File: src/rtl/jtframe_neptuno_joydb.sv
`default_nettype none
// ============================================================================
// Module      : jtframe_neptuno_joydb
// Description : NEPTUNO+ DB9/JAMMA serial joystick scanner. Drives the
//               adapter's PISO chain and returns two active-high player words.
//               Optional: JTFRAME_JOYDB_DEBOUNCE_EN (two-scan agreement).
// Revision    : 1.0 - initial release
// ============================================================================
module jtframe_neptuno_joydb #(
    parameter int CLKDIV    = 8,
    parameter int FRAME_GAP = 16,
    parameter int JOYW      = 12
) (
    input  logic            clk,
    input  logic            rst,
    output logic            joy_clk,
    output logic            joy_load,
    input  logic            joy_data,
    output logic [JOYW-1:0] joy1,
    output logic [JOYW-1:0] joy2,
    output logic            frame_done,
    output logic            busy
);

    localparam int c_NBITS = 2 * JOYW;
    localparam int c_DIV_W = (CLKDIV > 1) ? $clog2(CLKDIV) : 1;
    localparam int c_GAP_W = $clog2(FRAME_GAP + 1);
    localparam int c_BIT_W = $clog2(c_NBITS + 1);

    typedef enum logic [1:0] {
        ST_IDLE  = 2'd0,
        ST_LOAD  = 2'd1,
        ST_SHIFT = 2'd2
    } state_t;

    logic [1:0]         r_sync;
    logic [c_DIV_W-1:0] r_div;
    logic               w_tick;

    state_t             r_state;
    state_t             w_state_nxt;
    logic [c_GAP_W-1:0] r_gap;
    logic [c_GAP_W-1:0] w_gap_nxt;
    logic [c_BIT_W-1:0] r_bit;
    logic [c_BIT_W-1:0] w_bit_nxt;
    logic [c_NBITS-1:0] r_sr;
    logic [c_NBITS-1:0] w_sr_nxt;
    logic               w_jclk_nxt;
    logic               w_load_nxt;
    logic               w_last;

    assign w_tick = (r_div == c_DIV_W'(CLKDIV - 1));

    // The chain idles released (ones), so the synchronizer resets to 1.
    always_ff @(posedge clk) begin
        if (rst) begin
            r_sync <= 2'b11;
            r_div  <= '0;
        end else begin
            r_sync <= {r_sync[0], joy_data};
            r_div  <= w_tick ? '0 : r_div + 1'b1;
        end
    end

    always_comb begin
        w_state_nxt = r_state;
        w_gap_nxt   = r_gap;
        w_bit_nxt   = r_bit;
        w_sr_nxt    = r_sr;
        w_jclk_nxt  = joy_clk;
        w_load_nxt  = joy_load;
        w_last      = 1'b0;
        if (w_tick) begin
            case (r_state)
                ST_IDLE: begin
                    w_jclk_nxt = 1'b1;
                    w_load_nxt = 1'b1;
                    if (r_gap == c_GAP_W'(FRAME_GAP)) begin
                        w_state_nxt = ST_LOAD;
                        w_load_nxt  = 1'b0;
                        w_gap_nxt   = '0;
                    end else begin
                        w_gap_nxt = r_gap + 1'b1;
                    end
                end
                ST_LOAD: begin
                    w_load_nxt  = 1'b1;
                    w_jclk_nxt  = 1'b0;
                    w_bit_nxt   = '0;
                    w_state_nxt = ST_SHIFT;
                end
                ST_SHIFT: begin
                    // Sample while the clock is low; the rising edge then
                    // advances the chain to the next bit.
                    if (!joy_clk) begin
                        w_sr_nxt   = {r_sr[c_NBITS-2:0], r_sync[1]};
                        w_jclk_nxt = 1'b1;
                        w_bit_nxt  = r_bit + 1'b1;
                        if (r_bit == c_BIT_W'(c_NBITS - 1)) begin
                            w_last      = 1'b1;
                            w_state_nxt = ST_IDLE;
                        end
                    end else begin
                        w_jclk_nxt = 1'b0;
                    end
                end
                default: begin
                    w_state_nxt = ST_IDLE;
                end
            endcase
        end
    end

`ifdef JTFRAME_JOYDB_DEBOUNCE_EN
    logic [c_NBITS-1:0] r_prev;
`endif

    always_ff @(posedge clk) begin
        if (rst) begin
            r_state    <= ST_IDLE;
            r_gap      <= '0;
            r_bit      <= '0;
            r_sr       <= '1;
            joy_clk    <= 1'b1;
            joy_load   <= 1'b1;
            joy1       <= '0;
            joy2       <= '0;
            frame_done <= 1'b0;
            busy       <= 1'b0;
`ifdef JTFRAME_JOYDB_DEBOUNCE_EN
            r_prev     <= '1;
`endif
        end else begin
            r_state    <= w_state_nxt;
            r_gap      <= w_gap_nxt;
            r_bit      <= w_bit_nxt;
            r_sr       <= w_sr_nxt;
            joy_clk    <= w_jclk_nxt;
            joy_load   <= w_load_nxt;
            frame_done <= w_last;
            busy       <= (w_state_nxt != ST_IDLE);
            if (w_last) begin
`ifdef JTFRAME_JOYDB_DEBOUNCE_EN
                if (w_sr_nxt == r_prev) begin
                    joy1 <= ~w_sr_nxt[c_NBITS-1:JOYW];
                    joy2 <= ~w_sr_nxt[JOYW-1:0];
                end
                r_prev <= w_sr_nxt;
`else
                joy1 <= ~w_sr_nxt[c_NBITS-1:JOYW];
                joy2 <= ~w_sr_nxt[JOYW-1:0];
`endif
            end
        end
    end

endmodule
`default_nettype wire

File: config.mk
export PLATFORM = sky130hd
export DESIGN_NAME = jtframe_neptuno_joydb
export DESIGN_NICKNAME = d
export VERILOG_FILES = /design/src/rtl/jtframe_neptuno_joydb.sv
export SDC_FILE = /design/constraint.sdc
export NUM_CORES = 1
export LEC_CHECK = 0
export ABC_AREA = 0
export BUFFER_PORTS_ARGS = -buffer_cell sky130_fd_sc_hd__buf_4
export CORE_ASPECT_RATIO = 0.6
export CORE_UTILIZATION = 35
export DETAILED_ROUTE_END_ITERATION = 8
export GPL_TIMING_DRIVEN = 1
export SLEW_MARGIN = 20
export SYNTH_ARGS = -nofsm -noshare
export SYNTH_HDL_FRONTEND = slang
export SYNTH_SLANG_ARGS = --single-unit
File: constraint.sdc
create_clock -name clk -period 1.85 [get_ports clk]
set_clock_uncertainty 0.15 [all_clocks]
set_input_delay 0.185 -clock clk [delete_from_list [all_inputs] [get_ports clk]]
set_output_delay 0.185 -clock clk [all_outputs]
set_load 0.02 [all_outputs]
======== Yosys cells after proc, flatten, opt, wreduce, memory -nomap -nowiden ========
Index checks and enable logic that the tools add are counted.
operators by class
  bitwise operators ....................... 2
  reductions and logical operators ........ 10
  add/subtract/negate cells ............... 3
  eq/ne operators ......................... 6
  mux-type cells .......................... 19
operator list
  operator                                              number
  2-to-1 mux 24 bit                                     3
  NOT 12 bit                                            2
  adder 5 x 1 -> 5 bit (second input constant)          2
  equality test 5 bit (second input constant)           2
  2-to-1 mux 5 bit                                      2
  case mux 5 bit (2 select lines)                       1
  2-to-1 mux 2 bit                                      4
  2-to-1 mux 1 bit                                      6
  case mux 2 bit (3 select lines)                       1
  AND reduction 2 bit                                   3
  nonzero test 2 bit                                    3
  adder 3 x 1 -> 3 bit (second input constant)          1
  equality test 3 bit (second input constant)           1
  case mux 1 bit (3 select lines)                       1
  AND reduction 3 bit                                   1
  nonzero test 3 bit                                    1
  equality test 2 x 1 -> 1 bit (second input constant)  1
  equality test 2 bit (second input constant)           1
  logical NOT 2 bit                                     1
  inequality test 2 bit (second input constant)         1
  case mux 1 bit (2 select lines)                       1
  OR reduction 2 bit                                    1
storage, ports and cells
  logic and storage cells ................. 52
  flip-flop bits (word level) ............. 69
  output and inout bits ................... 28
  input bits .............................. 3

======== Longest topological paths before layout ========
  depth in word-level cells ............... 6
  gate-level depth with buffers ........... 8
  depth with buffers taken out ............ 5

======== Worst setup path after synthesis ========
Ideal clock, no wire load.
  path type ............................... register to register
  from .................................... register r_div[0]
  to ...................................... register joy1[0]
  data required time ...................... 1.620 ns
  stages on the path, launching flop included .. 9
  clock period less this slack ............ 1.843 ns
  data arrival time ....................... 1.613 ns
  setup slack ............................. 0.007 ns
  cells stage by stage .................... dfxtp_1 > ha_1 > ha_1 > and4bb_1 > buf_4 > and2_4 > buf_6 > buf_6 > a211oi_2
on the way
  cells in the longest elaborated chain, start to end .. 3
  elaborated cells on any way between the ends .. 4
  classes of those cells .................. 1 x eq/ne; 2 x mux; 1 x bitwise
RTL lines
  element                   line  text
  start: declaration        37    logic [c_DIV_W-1:0] r_div;
  start signal: assignment  61    r_div <= w_tick ? '0 : r_div + 1'b1;
  equality test 3 bit *     52    assign w_tick = (r_div == c_DIV_W'(CLKDIV - 1));
  2-to-1 mux 24 bit         73    if (w_tick) begin
  NOT 12 bit                150   joy1 <= ~w_sr_nxt[c_NBITS-1:JOYW];
  end signal: assignment    150
  end: declaration          19    output logic [JOYW-1:0] joy1,
Every way passes the cells marked *; elsewhere a longest branch is shown, timed or not.
A chain may end at the register's enable or synchronous reset.

======== Worst setup path after layout ========
  from .................................... register r_div[0]
  to ...................................... register joy1[8]
The elaborated chain is that of the path after synthesis.

==> impl_metrics.json <==
{
  "status": "finished, final reports clean",
  "route.detailed.drc": 0,
  "antenna_cells": 0,
  "synth_enable_flop_cells": 0,
  "drt_iter0_markers": 116,
  "path_cells": "ha_1 > ha_4 > and4bb_4 > buf_8 > a21oi_1 > a211oi_1",
  "worst_pin_slew_ps": 442,
  "cap_violations": 0,
  "fin_util": 0.471,
  "num_rows": 24,
  "setup_viol": 0,
  "timing.fmax_mhz": 566,
  "synthArstFlopShare": 0,
  "rsz0062_at_grt": "yes",
  "place_area_sq_um": 3060,
  "synth_xor_area_frac": 0,
  "setup_ws_ps": 82.7,
  "crit_fanout": 13,
  "ys_seq_area_frac": 0.499,
  "nets": 330,
  "num_vias": 2142,
  "dr.pass1.iters": 4,
  "drv_slew": 0,
  "area_delta_synth_final_pct": 27.4,
  "clock-sinks": 68,
  "globalplace.congestion": 0.735,
  "seq_area_sq_um": 1360,
  "postSynthCellCount": 288,
  "peakVddDrop_mv": 0.507,
  "placement.setup.worst_slack_ps": -90.2,
  "fillers": 745,
  "synth.distinct_cells": 40,
  "wl_per_cell_microns": 13.9,
  "cts-buffers-inserted": 9,
  "synthMuxAreaShare": 0,
  "cp-end-kind": "flip-flop",
  "start_util": 0.369,
  "die_area_sq_um": 8170,
  "fin_area_sq_um": 3480,
  "leakagePower_nw": 1.41,
  "core_area_sq_um": 7390,
  "grt_pass1_vias": 1936,
  "fp.dieH_microns": 70.4,
  "totalWireLength_mm": 5.98,
  "die_w_microns": 116,
  "insertion_delay_ps": 330,
  "ios": 31,
  "hold_viol": 0,
  "gr-total-overflow": 0,
  "track_usage": 0.157,
  "synthSimpleGateAreaFrac": 0.219,
  "clockBufferDepth": 2,
  "antenna_found_initial": 0,
  "synth_area_sq_um": 2730,
  "p_per_area_nw_per_um2": 971,
  "synth_area_per_cell_sq_um": 9.48,
  "multiInputGateArea_sq_um": 1230,
  "antenna_left": 0,
  "drive_gt1_frac": 0.260,
  "min_period_ps": 1770,
  "dp_hpwl_mm": 3.59,
  "max-slew-margin-rel": 0.706,
  "cts_root_buf": "clkbuf_16",
  "synth_warnings": 0,
  "clk_pin_slew_ps": 60,
  "crit_required_ps": 1940,
  "cts_tree": "done",
  "slowest_delay_ps": 370,
  "port_buffers": 30,
  "crit_slowest_cell": "and4bb_4",
  "startpoint_type": "flip-flop",
  "yosys_most_used_dff": "dfxtp_1",
  "syn_nets": 296,
  "synth_seq_cells": 68,
  "cp.arrival_ps": 1860,
  "hold_path_class": "in -> reg",
  "htree_levels": 3,
  "synth_top_family_by_area": "simple AND/OR/NAND/NOR gates",
  "criticalPathCategory": "reg -> reg",
  "yosys.area_share.adder": 0.0229,
  "viasPerCell": 4.97,
  "grt_max_degree": 46,
  "min_period_over_period": 0.955,
  "synth_compound_area_frac": 0.196,
  "grt_pass1_wl_mm": 9.59,
  "holdWs_ps": 132
}
[sequential cells by signal (all words and copies together), names as in the netlist]
| register | count |
|---|---|
| joy1 | 12 |
| r_sr | 23 |
| joy_clk | 1 |
| r_sync | 2 |
| r_gap | 5 |
| r_state | 2 |
| joy2 | 12 |
| frame_done | 1 |
| joy_load | 1 |
| busy | 1 |
| r_div | 3 |
| r_bit | 5 |
[cell usage in the layout (no fill, tap or decap), drive strengths merged, types with 4 or more instances in the layout]
cell type,Yosys,routed
nand3,4,4
nand3b,24,24
ha,5,5
clkbuf,16,11
buf,11,46
dfxtp,68,68
o21ai,4,4
nand2,52,52
inv,7,8
a211oi,26,26
a21oi,29,29
a311oi,4,4
[critical path: cells and delay by family (launching register included)]
family                     cells  cell delay (ps)
DFF                            1              330
adders and majority gates      2              360
AOI/OAI and AO/OA              2              290
buffers and inverters          1              170
and+or+nand+nor                1              370
[routing by layer]
layer | vias to the layer above | track usage | routed length [microns]
li1 | 1092 | - | -
met1 | 1003 | 0.229 | 3310
met2 | 38 | 0.199 | 2330
met3 | 9 | 0.0660 | 260
met4 | 0 | 0.0598 | 76
met5 | - | 0 | 0
[power breakdown]
part | leakage [nW] | internal, mW | total [mW] | switching, mW
sequential | 0.550 | 1.47 | 1.48 | 0.00362
clock | 0.159 | 1.21 | 1.84 | 0.628
combinational | 0.700 | 0.0252 | 0.0548 | 0.0296
total | 1.41 | 2.71 | 3.37 | 0.661
[Yosys cell counts, types with 2 or more instances]
cell	n	share of area
and3_1	2	0.0046
inv_1	7	0.0096
nand4bb_1	2	0.0083
ha_1	5	0.023
buf_4	3	0.0083
buf_6	4	0.017
or2_2	2	0.0046
buf_2	3	0.0055
a2111oi_0	2	0.0064
clkbuf_1	16	0.022
and3b_1	2	0.0064
nand3_1	4	0.0073
nor2_1	3	0.0041
a21o_1	2	0.0055
a31o_2	2	0.0064
nand3b_1	24	0.066
a311oi_1	4	0.013
o21ai_0	4	0.0073
nor2b_1	3	0.0069
nor3_1	3	0.0055
a211oi_2	10	0.046
a21oi_1	29	0.053
nand2_1	52	0.072
dfxtp_1	68	0.50
nor3b_1	2	0.0055
a211oi_1	16	0.044
[worst paths after layout]
| kind | from | endpoint | slack (ps) | depth (start not counted) |
|---|---|---|---|---|
| worst max-delay path | r_div[0] | joy1[8] | 80 | 6 |
| worst min-delay path | rst | r_state[0] | 130 | 2 |
| worst max register to register | r_div[0] | joy1[8] | 80 | 6 |
| worst min register to register | r_div[0] | r_div[0] | 280 | 1 |
[through the flow]
stage | total power [mW] | setup TNS, ps | std cells
after floorplan | 1.55 | 0 | 288
after global placement | 1.56 | -931 | 410
after detailed placement | 1.56 | -1830 | 410
after CTS | 3.41 | 0 | 428
after global routing | 3.48 | -51.2 | 431
final | 3.37 | 0 | 431
[repair_timing]
item	4_1_cts	5_1_grt
hold endpoints to repair	1	0
setup buffers	0	1
hold buffers	1	0
gates resized for setup	3	5
pin swaps	1	1
endpoints found under the setup margin	26	21
cloned	1	2
[final cells by class]
class	instances	area share
well taps	104	0.0374
flip-flops and latches	68	0.392
clock buffers	10	0.0688
clock inverters	6	0.0248
repair buffers	48	0.116
inverters	7	0.00756
multi-input cells	188	0.353
[kinds of logic after synthesis]
kind of cell             count (synthesis)
buffers and inverters                   34
AO/OA/AOI/OAI                           74
AND/OR/NAND/NOR                        107
adder cells (fa/ha/maj)                  5
flip-flops                              68
Note: power is estimated with default switching activity, not from simulation.
